**src/rtl/sram_port_arbiter.sv**
```systemverilog
// sram_port_arbiter
// Shares one single-port SRAM (1-cycle read latency) between an instruction-fetch
// master (M0) and a data load/store master (M1). Arbitration is per cycle with
// optional locked bursts bounded by MAX_LOCK. Read data is broadcast to both
// masters, and a one-cycle-delayed rvalid marks the master that owns it.
// Build option: define SRAM_ARB_RR_EN for round-robin on conflicts. Left
// undefined, M1 has fixed priority over M0.
module sram_port_arbiter #(
    parameter int AW       = 14,
    parameter int DW       = 32,
    parameter int MAX_LOCK = 4
) (
    input  logic            clk,
    input  logic            rst,
    input  logic            m0_req,
    input  logic            m0_we,
    input  logic [DW/8-1:0] m0_be,
    input  logic [AW-1:0]   m0_addr,
    input  logic [DW-1:0]   m0_wdata,
    input  logic            m0_lock,
    output logic            m0_gnt,
    output logic            m0_rvalid,
    output logic [DW-1:0]   m0_rdata,
    input  logic            m1_req,
    input  logic            m1_we,
    input  logic [DW/8-1:0] m1_be,
    input  logic [AW-1:0]   m1_addr,
    input  logic [DW-1:0]   m1_wdata,
    input  logic            m1_lock,
    output logic            m1_gnt,
    output logic            m1_rvalid,
    output logic [DW-1:0]   m1_rdata,
    output logic            sram_cs,
    output logic [AW-1:0]   sram_addr,
    output logic [DW/8-1:0] sram_wen,
    output logic [DW-1:0]   sram_wdata,
    input  logic [DW-1:0]   sram_rdata
);

    localparam int BW = DW / 8;
    localparam int CW = $clog2(MAX_LOCK + 1);
    localparam logic [CW-1:0] LOCK_MAX_C = CW'(MAX_LOCK);
    localparam logic [CW-1:0] LOCK_ONE_C = CW'(1);
    localparam logic [CW-1:0] LOCK_ZERO_C = CW'(0);
    localparam logic M0_C = 1'b0;
    localparam logic M1_C = 1'b1;

    // Master that won the most recent grant (lock tracking, round-robin pointer)
    logic          last_gnt_r;
    // Consecutive locked grants to last_gnt_r; zero means no lock is held
    logic [CW-1:0] lock_cnt_r;
    logic [CW-1:0] lock_cnt_nxt_s;
    // One-hot owner of the read issued last cycle: bit0 = M0, bit1 = M1
    logic [1:0]    rd_owner_r;

    logic          holder_req_s;
    logic          other_req_s;
    logic          win_valid_s;
    logic          win_s;
    logic          win_we_s;
    logic          win_lock_s;
    logic [BW-1:0] win_be_s;

    assign holder_req_s = (last_gnt_r == M1_C) ? m1_req : m0_req;
    assign other_req_s  = (last_gnt_r == M1_C) ? m0_req : m1_req;

    // Pick this cycle's winner: lock hold first, then conflict policy, then lone requester
    always_comb begin
        win_valid_s = 1'b0;
        win_s       = M0_C;
        if (rst) begin
            win_valid_s = 1'b0;
        end else if ((lock_cnt_r != LOCK_ZERO_C) && holder_req_s) begin
            // Previous winner locked and still asking; the limit only bites if the other side waits
            win_valid_s = 1'b1;
            if ((lock_cnt_r < LOCK_MAX_C) || !other_req_s) begin
                win_s = last_gnt_r;
            end else begin
                win_s = ~last_gnt_r;
            end
        end else if (m0_req && m1_req) begin
            win_valid_s = 1'b1;
`ifdef SRAM_ARB_RR_EN
            win_s = ~last_gnt_r;
`else
            win_s = M1_C;
`endif
        end else if (m1_req) begin
            win_valid_s = 1'b1;
            win_s       = M1_C;
        end else if (m0_req) begin
            win_valid_s = 1'b1;
            win_s       = M0_C;
        end else begin
            win_valid_s = 1'b0;
            win_s       = M0_C;
        end
    end

    assign m0_gnt     = win_valid_s && (win_s == M0_C);
    assign m1_gnt     = win_valid_s && (win_s == M1_C);
    assign win_we_s   = (win_s == M1_C) ? m1_we   : m0_we;
    assign win_lock_s = (win_s == M1_C) ? m1_lock : m0_lock;
    assign win_be_s   = (win_s == M1_C) ? m1_be   : m0_be;

    // SRAM side follows the winner; address and data default to M0 when idle
    assign sram_cs    = win_valid_s;
    assign sram_addr  = m1_gnt ? m1_addr  : m0_addr;
    assign sram_wdata = m1_gnt ? m1_wdata : m0_wdata;
    assign sram_wen   = (win_valid_s && win_we_s) ? win_be_s : {BW{1'b0}};

    // Next lock count: first locked grant counts 1, repeats to the same master saturate at MAX_LOCK
    always_comb begin
        lock_cnt_nxt_s = LOCK_ZERO_C;
        if (win_valid_s && win_lock_s) begin
            if ((win_s == last_gnt_r) && (lock_cnt_r != LOCK_ZERO_C)) begin
                if (lock_cnt_r < LOCK_MAX_C) begin
                    lock_cnt_nxt_s = lock_cnt_r + LOCK_ONE_C;
                end else begin
                    lock_cnt_nxt_s = lock_cnt_r;
                end
            end else begin
                lock_cnt_nxt_s = LOCK_ONE_C;
            end
        end else begin
            lock_cnt_nxt_s = LOCK_ZERO_C;
        end
    end

    // Arbitration state and read-owner tracking; reset drops any pending read return
    always_ff @(posedge clk or posedge rst) begin
        if (rst) begin
            last_gnt_r <= M1_C;
            lock_cnt_r <= LOCK_ZERO_C;
            rd_owner_r <= 2'b00;
        end else begin
            if (win_valid_s) begin
                last_gnt_r <= win_s;
            end else begin
                last_gnt_r <= last_gnt_r;
            end
            lock_cnt_r <= lock_cnt_nxt_s;
            rd_owner_r <= {m1_gnt & ~m1_we, m0_gnt & ~m0_we};
        end
    end

    assign m0_rvalid = rd_owner_r[0];
    assign m1_rvalid = rd_owner_r[1];
    assign m0_rdata  = sram_rdata;
    assign m1_rdata  = sram_rdata;

endmodule

```
**config.mk**
```make
export PLATFORM = sky130hd
export DESIGN_NAME = sram_port_arbiter
export DESIGN_NICKNAME = d
export VERILOG_FILES = /design/src/rtl/sram_port_arbiter.sv
export SDC_FILE = /design/constraint.sdc
export NUM_CORES = 1
export LEC_CHECK = 0
export CORE_AREA = 4 4 100 102
export DETAILED_ROUTE_END_ITERATION = 6
export DIE_AREA = 0 0 104 106
export HOLD_SLACK_MARGIN = 0.12
export MAX_ROUTING_LAYER = met4
export PLACE_DENSITY = 0.65
export SYNTH_ARGS = -nofsm -noshare
export SYNTH_HDL_FRONTEND = slang
export SYNTH_SLANG_ARGS = --single-unit
```
**constraint.sdc**
```tcl
create_clock -name clk -period 2.55 [get_ports clk]
set_clock_uncertainty 0.15 [all_clocks]
set_input_delay 0.255 -clock clk [delete_from_list [all_inputs] [get_ports clk]]
set_output_delay 0.255 -clock clk [all_outputs]
set_load 0.01 [all_outputs]
```
Word-level counts from Yosys, hierarchy flattened

Cells that the tools add are included.

$add $sub $neg: 1
Magnitude comparators: 1
Equality and inequality tests: 2
Mux-type cells: 21
Bitwise logic cells: 6
Reductions and logical operators: 10

Operators by type and width:

| cell                  | number |
|---|---|
| $mux W32              | 1 |
| $mux W1               | 14 |
| $mux W14              | 1 |
| $mux W3               | 3 |
| $mux W4               | 2 |
| $logic_and A1 B1 Y1   | 7 |
| $not A1 Y1            | 4 |
| $add A3 B1 Y3 const B | 1 |
| $lt A3 B3 Y1 const B  | 1 |
| $ne A3 B2 Y1 const B  | 1 |
| $reduce_bool A3 Y1    | 1 |
| $and A1 B1 Y1         | 2 |
| $eq A1 B1 Y1          | 1 |
| $logic_not A1 Y1      | 1 |
| $logic_or A1 B1 Y1    | 1 |

Bits in registers: 6
Input port bits: 140
Word-level logic and storage cells: 44

Logic depth before layout (Yosys ltp)

Depth after elaboration: 10
Mapped depth: 8
Depth with buffers taken out: 6

Least setup slack after synthesis

Ideal clock, no wire load.

Kind: register to output
From: register lock_cnt_r[0]
To: output port sram_wen[0]
Data arrival time: 1.698 ns
Required time: 2.145 ns
Setup slack: 0.447 ns
Stages on the path, launching flop included: 8
Buffers on the path: 2
Cells stage by stage: dfrtp_1 > inv_1 > ha_1 > nor4b_1 > a311oi_2 > buf_4 > buf_2 > o21ai_0

Longest elaborated chain between the ends: 8
Elaborated cells on any way between the ends: 13

RTL lines:

| element                  | line | text |
|---|---|---|
| start: declaration       | 51   | `logic [CW-1:0] lock_cnt_r;` |
| start signal: assignment | 142  | `lock_cnt_r <= lock_cnt_nxt_s;` |
| $lt A3 B3 Y1             | 76   | `if ((lock_cnt_r < LOCK_MAX_C) \|\| !other_req_s) begin` |
| $logic_or A1 B1 Y1       | 76   |  |
| $mux W1                  | 76   |  |
| $mux W1                  | 73   | `end else if ((lock_cnt_r != LOCK_ZERO_C) && holder_req_s) begin` |
| $mux W1                  | 71   | `if (rst) begin` |
| $mux W1                  | 102  | `assign win_we_s = (win_s == M1_C) ? m1_we : m0_we;` |
| $logic_and A1 B1 Y1      | 110  | `assign sram_wen = (win_valid_s && win_we_s) ? win_be_s : {BW{1'b0}};` |
| $mux W4 *                | 110  |  |
| end: declaration         | 35   | `output logic [DW/8-1:0] sram_wen,` |

Mark *: on every way between the ends. The rest lies on a longest branch, timed or not.

Worst setup path after layout

From: register lock_cnt_r[0]
To: output port sram_addr[13]

Longest elaborated chain between the ends: 7
Elaborated cells on any way between the ends: 11

RTL lines:

| element               | line | text |
|---|---|---|
| $lt A3 B3 Y1          | 76   |  |
| $logic_or A1 B1 Y1    | 76   |  |
| $mux W1               | 76   |  |
| $mux W1               | 73   |  |
| $mux W1               | 71   |  |
| $logic_and A1 B1 Y1 * | 101  | `assign m1_gnt = win_valid_s && (win_s == M1_C);` |
| $mux W14 *            | 108  | `assign sram_addr = m1_gnt ? m1_addr : m0_addr;` |
| end: declaration      | 34   | `output logic [AW-1:0] sram_addr,` |

Marks and branches as above.

==> reports/metrics.csv <==
metric,value,unit
TNS Setup,0,ns
most numerous cell in the Yosys netlist,buf_4,
vias in the first global route,1842,
DRT iter0 DRCs,37,
pwr dens,247,nW/um^2
Filler cells,954,
crit path cell chain,inv_2 > ha_4 > nor4b_4 > a311oi_4 > buf_4 > buf_12 > buf_12 > buf_6 > mux2_4 > buf_6,
synthesized cell area,1470,sq um
diode count,0,
Synth-to-Final Area Change,109,%
Combinational Power Share,66.8,%
Post-Synth XOR/XNOR Area,0.597,%
die height,106,um
Worst setup EP type,primary output,
Netlist cell types,28,
Post-DRT Antenna Nets,0,
sequential area share after synthesis,10.3,%
Crit path max-delay family,buffers and inverters,
mux cell area share after synthesis,36.0,%
most common library cells after synthesis,"buf_4 (65), mux2_2 (46), buf_2 (6), nand2_1 (6)",
maximum ir drop on the vdd rail,0.0887,mV
Simple-Gate Fraction of Synth Area,10.1,%
Synth Register Bits,6,
Placed Cells,383,
max-cap viol count,0,
H-tree lvl count,1,
DPL Wire Length,4.90,mm
Finished Layout Cells,404,
worst setup path category,reg2out,
die width,104,um
initial core utilization,16.1,%
core footprint,9110,sq um
final core occ,33.7,%
Syn Inst Count,170,
number of synthesized flops with an enable pin,0,
"Reg clk slew, reported paths",0.04,ns
clk sinks,6,
adder-cell share of the synthesized area,1.71,%
slew of the pin with the lowest slew margin,0.324,ns
Internal Power,553,uW
port bufs,162,
grt total ovfl,0,
TritonRoute pass-1 iters,4,
Via-to-Cell Ratio,3.98,
dominant cells by area after synthesis,"mux2_2 (35%), buf_4 (33%), dfrtp_1 (8.5%)",
initial antenna violation count,0,
Slew Limit Fails,0,
Worst slew margin,78.3,%
top cell type by total area after synthesis,mux2_2,
startpoint types,flip-flop,
Reg2Reg Launch Point,lock_cnt_r[0]$_DFFE_PP0P_,
die area,11000,sq um
TritonCTS clock tree,yes,
Reg power frac,13.9,%
Pleak,0.00127,uW
CP peak stage delay,0.35,ns
post-DR wirelength/cell,15.3,um
final net count,436,
Highest Clock Rate,395,MHz
Site Rows,35,
share of post-route cells with drive strength above 1,43.3,%
final hold vios,0,
Final Setup Violations,0,
WL final,6.18,mm
register area,151,sq um
Yosys top cell area share,35.3,%
Synth Area in Compound Gates,4.95,%
synth warn,0,
Clock power frac,19.3,%
min-delay worst type,in2async,
ys flop type,dfrtp_1,
Clock Tree Buf Depth,2,
worst path bufs/invs,6,
first-pass GRT wire length,9.27,mm
Crit path required time,2.14,ns
Sw Pwr,204,uW
share of flip-flops with an asynchronous set or reset,100,%
drc violations,0,
outcome,"complete, no violations",
unrepaired setup endpoints after global routing,yes,
clock latency on the worst-skew pair,0.22,ns
largest net degree at the start of global routing,16,
Total Power,757,uW
switching share of power,26.9,%
area taken by multi-input logic gates,841,sq um
CTS Buf Count,3,
syn_nets,312,
final worst path period need,2.53,ns
Final Hold Slack,0.276,ns
RR Endpoint,lock_cnt_r[1]$_DFFE_PP0P_,
period utilization,99.2,%
Crit-path slowest cell,dfrtp_1,
mean post-synth cell area,8.63,sq um
critical path arrival,2.12,ns
CP Max Fanout,8,
Boundary Pins,259,
Placer Congestion,0.744,
root buffer cell,clkbuf_8,
Tot GR Track Use,10.8,%
Reg2Reg Depth,8,
routed vias,1606,
worst reg2reg setup slack,0.52,ns
largest family of logic cells by synthesized area,buffers and inverters,
==> worst register-to-register path, stage by stage, from the launching register on <==
cell and delay [ns]:
dfrtp_1 0.35, inv_2 0.05, ha_4 0.16, nor4b_4 0.31, a311oi_4 0.06, buf_4 0.17
bufbuf_16 0.28, a21oi_1 0.27, nor3_1 0.11
==> final cells by class <==
type / instances / area share, %
Sequential cell: 6 / 4.93
Multi-Input combinational cell: 89 / 27.4
Clock buffer: 4 / 1.47
Tap cell: 111 / 4.53
Timing Repair Buffer: 190 / 61.2
Inverter: 4 / 0.489
==> power by group through the flow <==
| stage | clock, uW | combinational, uW | sequential (uW) |
|---|---|---|---|
| after global routing | 160 | 540 | 106 |
| after floorplan | 0 | 254 | 108 |
| after CTS | 153 | 519 | 105 |
| after global placement | 0 | 481 | 105 |
| after detailed placement | 0 | 487 | 105 |
| final | 146 | 506 | 105 |
==> state kept, by name, summed over array words and instances, names as in the netlist <==
register,cells
last_gnt_r,1
rd_owner_r,2
lock_cnt_r,3
==> layout by cell type, fill, tap and decap left out, types with 4 or more instances in the layout <==
cell and n:
clkdlybuf4s50_1 109, o21ai_0 4, clkbuf_2 15, buf_6 11
clkdlybuf4s15_2 7, dfrtp_1 5, nand2_1 6, clkdlybuf4s15_1 7
nand3_1 4, dlygate4sd2_1 4, mux2_2 44, buf_2 10
nor2_1 5, buf_4 16, buf_12 6
==> repair_timing <==
action,CTS,global route
pin swaps,3,3
endpoints found under the setup margin,51,49
hold buffers,0,0
buffers inserted,13,3
resized for setup,157,29
gates cloned,3,0
==> kinds of logic (layout without fill, tap and decap cells) <==
logic type | after synthesis | after routing
AO/OA/AOI/OAI | 10 | 10
XOR/XNOR | 1 | 1
adder cells (fa/ha/maj) | 2 | 2
buffers and inverters | 75 | 198
flip-flops | 6 | 6
multiplexers | 47 | 47
AND/OR/NAND/NOR | 29 | 29
==> through the flow <==
stage / cell area, sq um / setup slack [ns]
floorplan: 1470 / 0.447
global placement: 2830 / -0.243
detailed placement: 2830 / -0.253
CTS: 3110 / -0.110
global route: 3070 / -0.0763
finish: 3070 / 0.0200
==> metal layers <==
layer | global-route usage, % | up-vias | routed length, um
met5 | - | - | 0
met4 | 4.56 | 0 | 210
met3 | 4.19 | 25 | 730
met2 | 20.1 | 119 | 3270
met1 | 9.78 | 701 | 1970
li1 | - | 761 | -
==> how the worst max path moves through the flow <==
stage	startpoint	cells past startpoint	slack, ns	endpoint
2_1_floorplan	lock_cnt_r[0]$_DFFE_PP0P_	7	0.45	sram_wen[0]
3_3_place_gp	rst	6	-0.24	sram_addr[8]
3_5_place_dp	rst	6	-0.25	sram_wdata[31]
4_1_cts	lock_cnt_r[0]$_DFFE_PP0P_	11	-0.11	sram_wdata[3]
5_1_grt	lock_cnt_r[0]$_DFFE_PP0P_	10	-0.08	sram_addr[13]
6_report	lock_cnt_r[0]$_DFFE_PP0P_	10	0.02	sram_addr[13]
(Power assumes the default switching activity.)
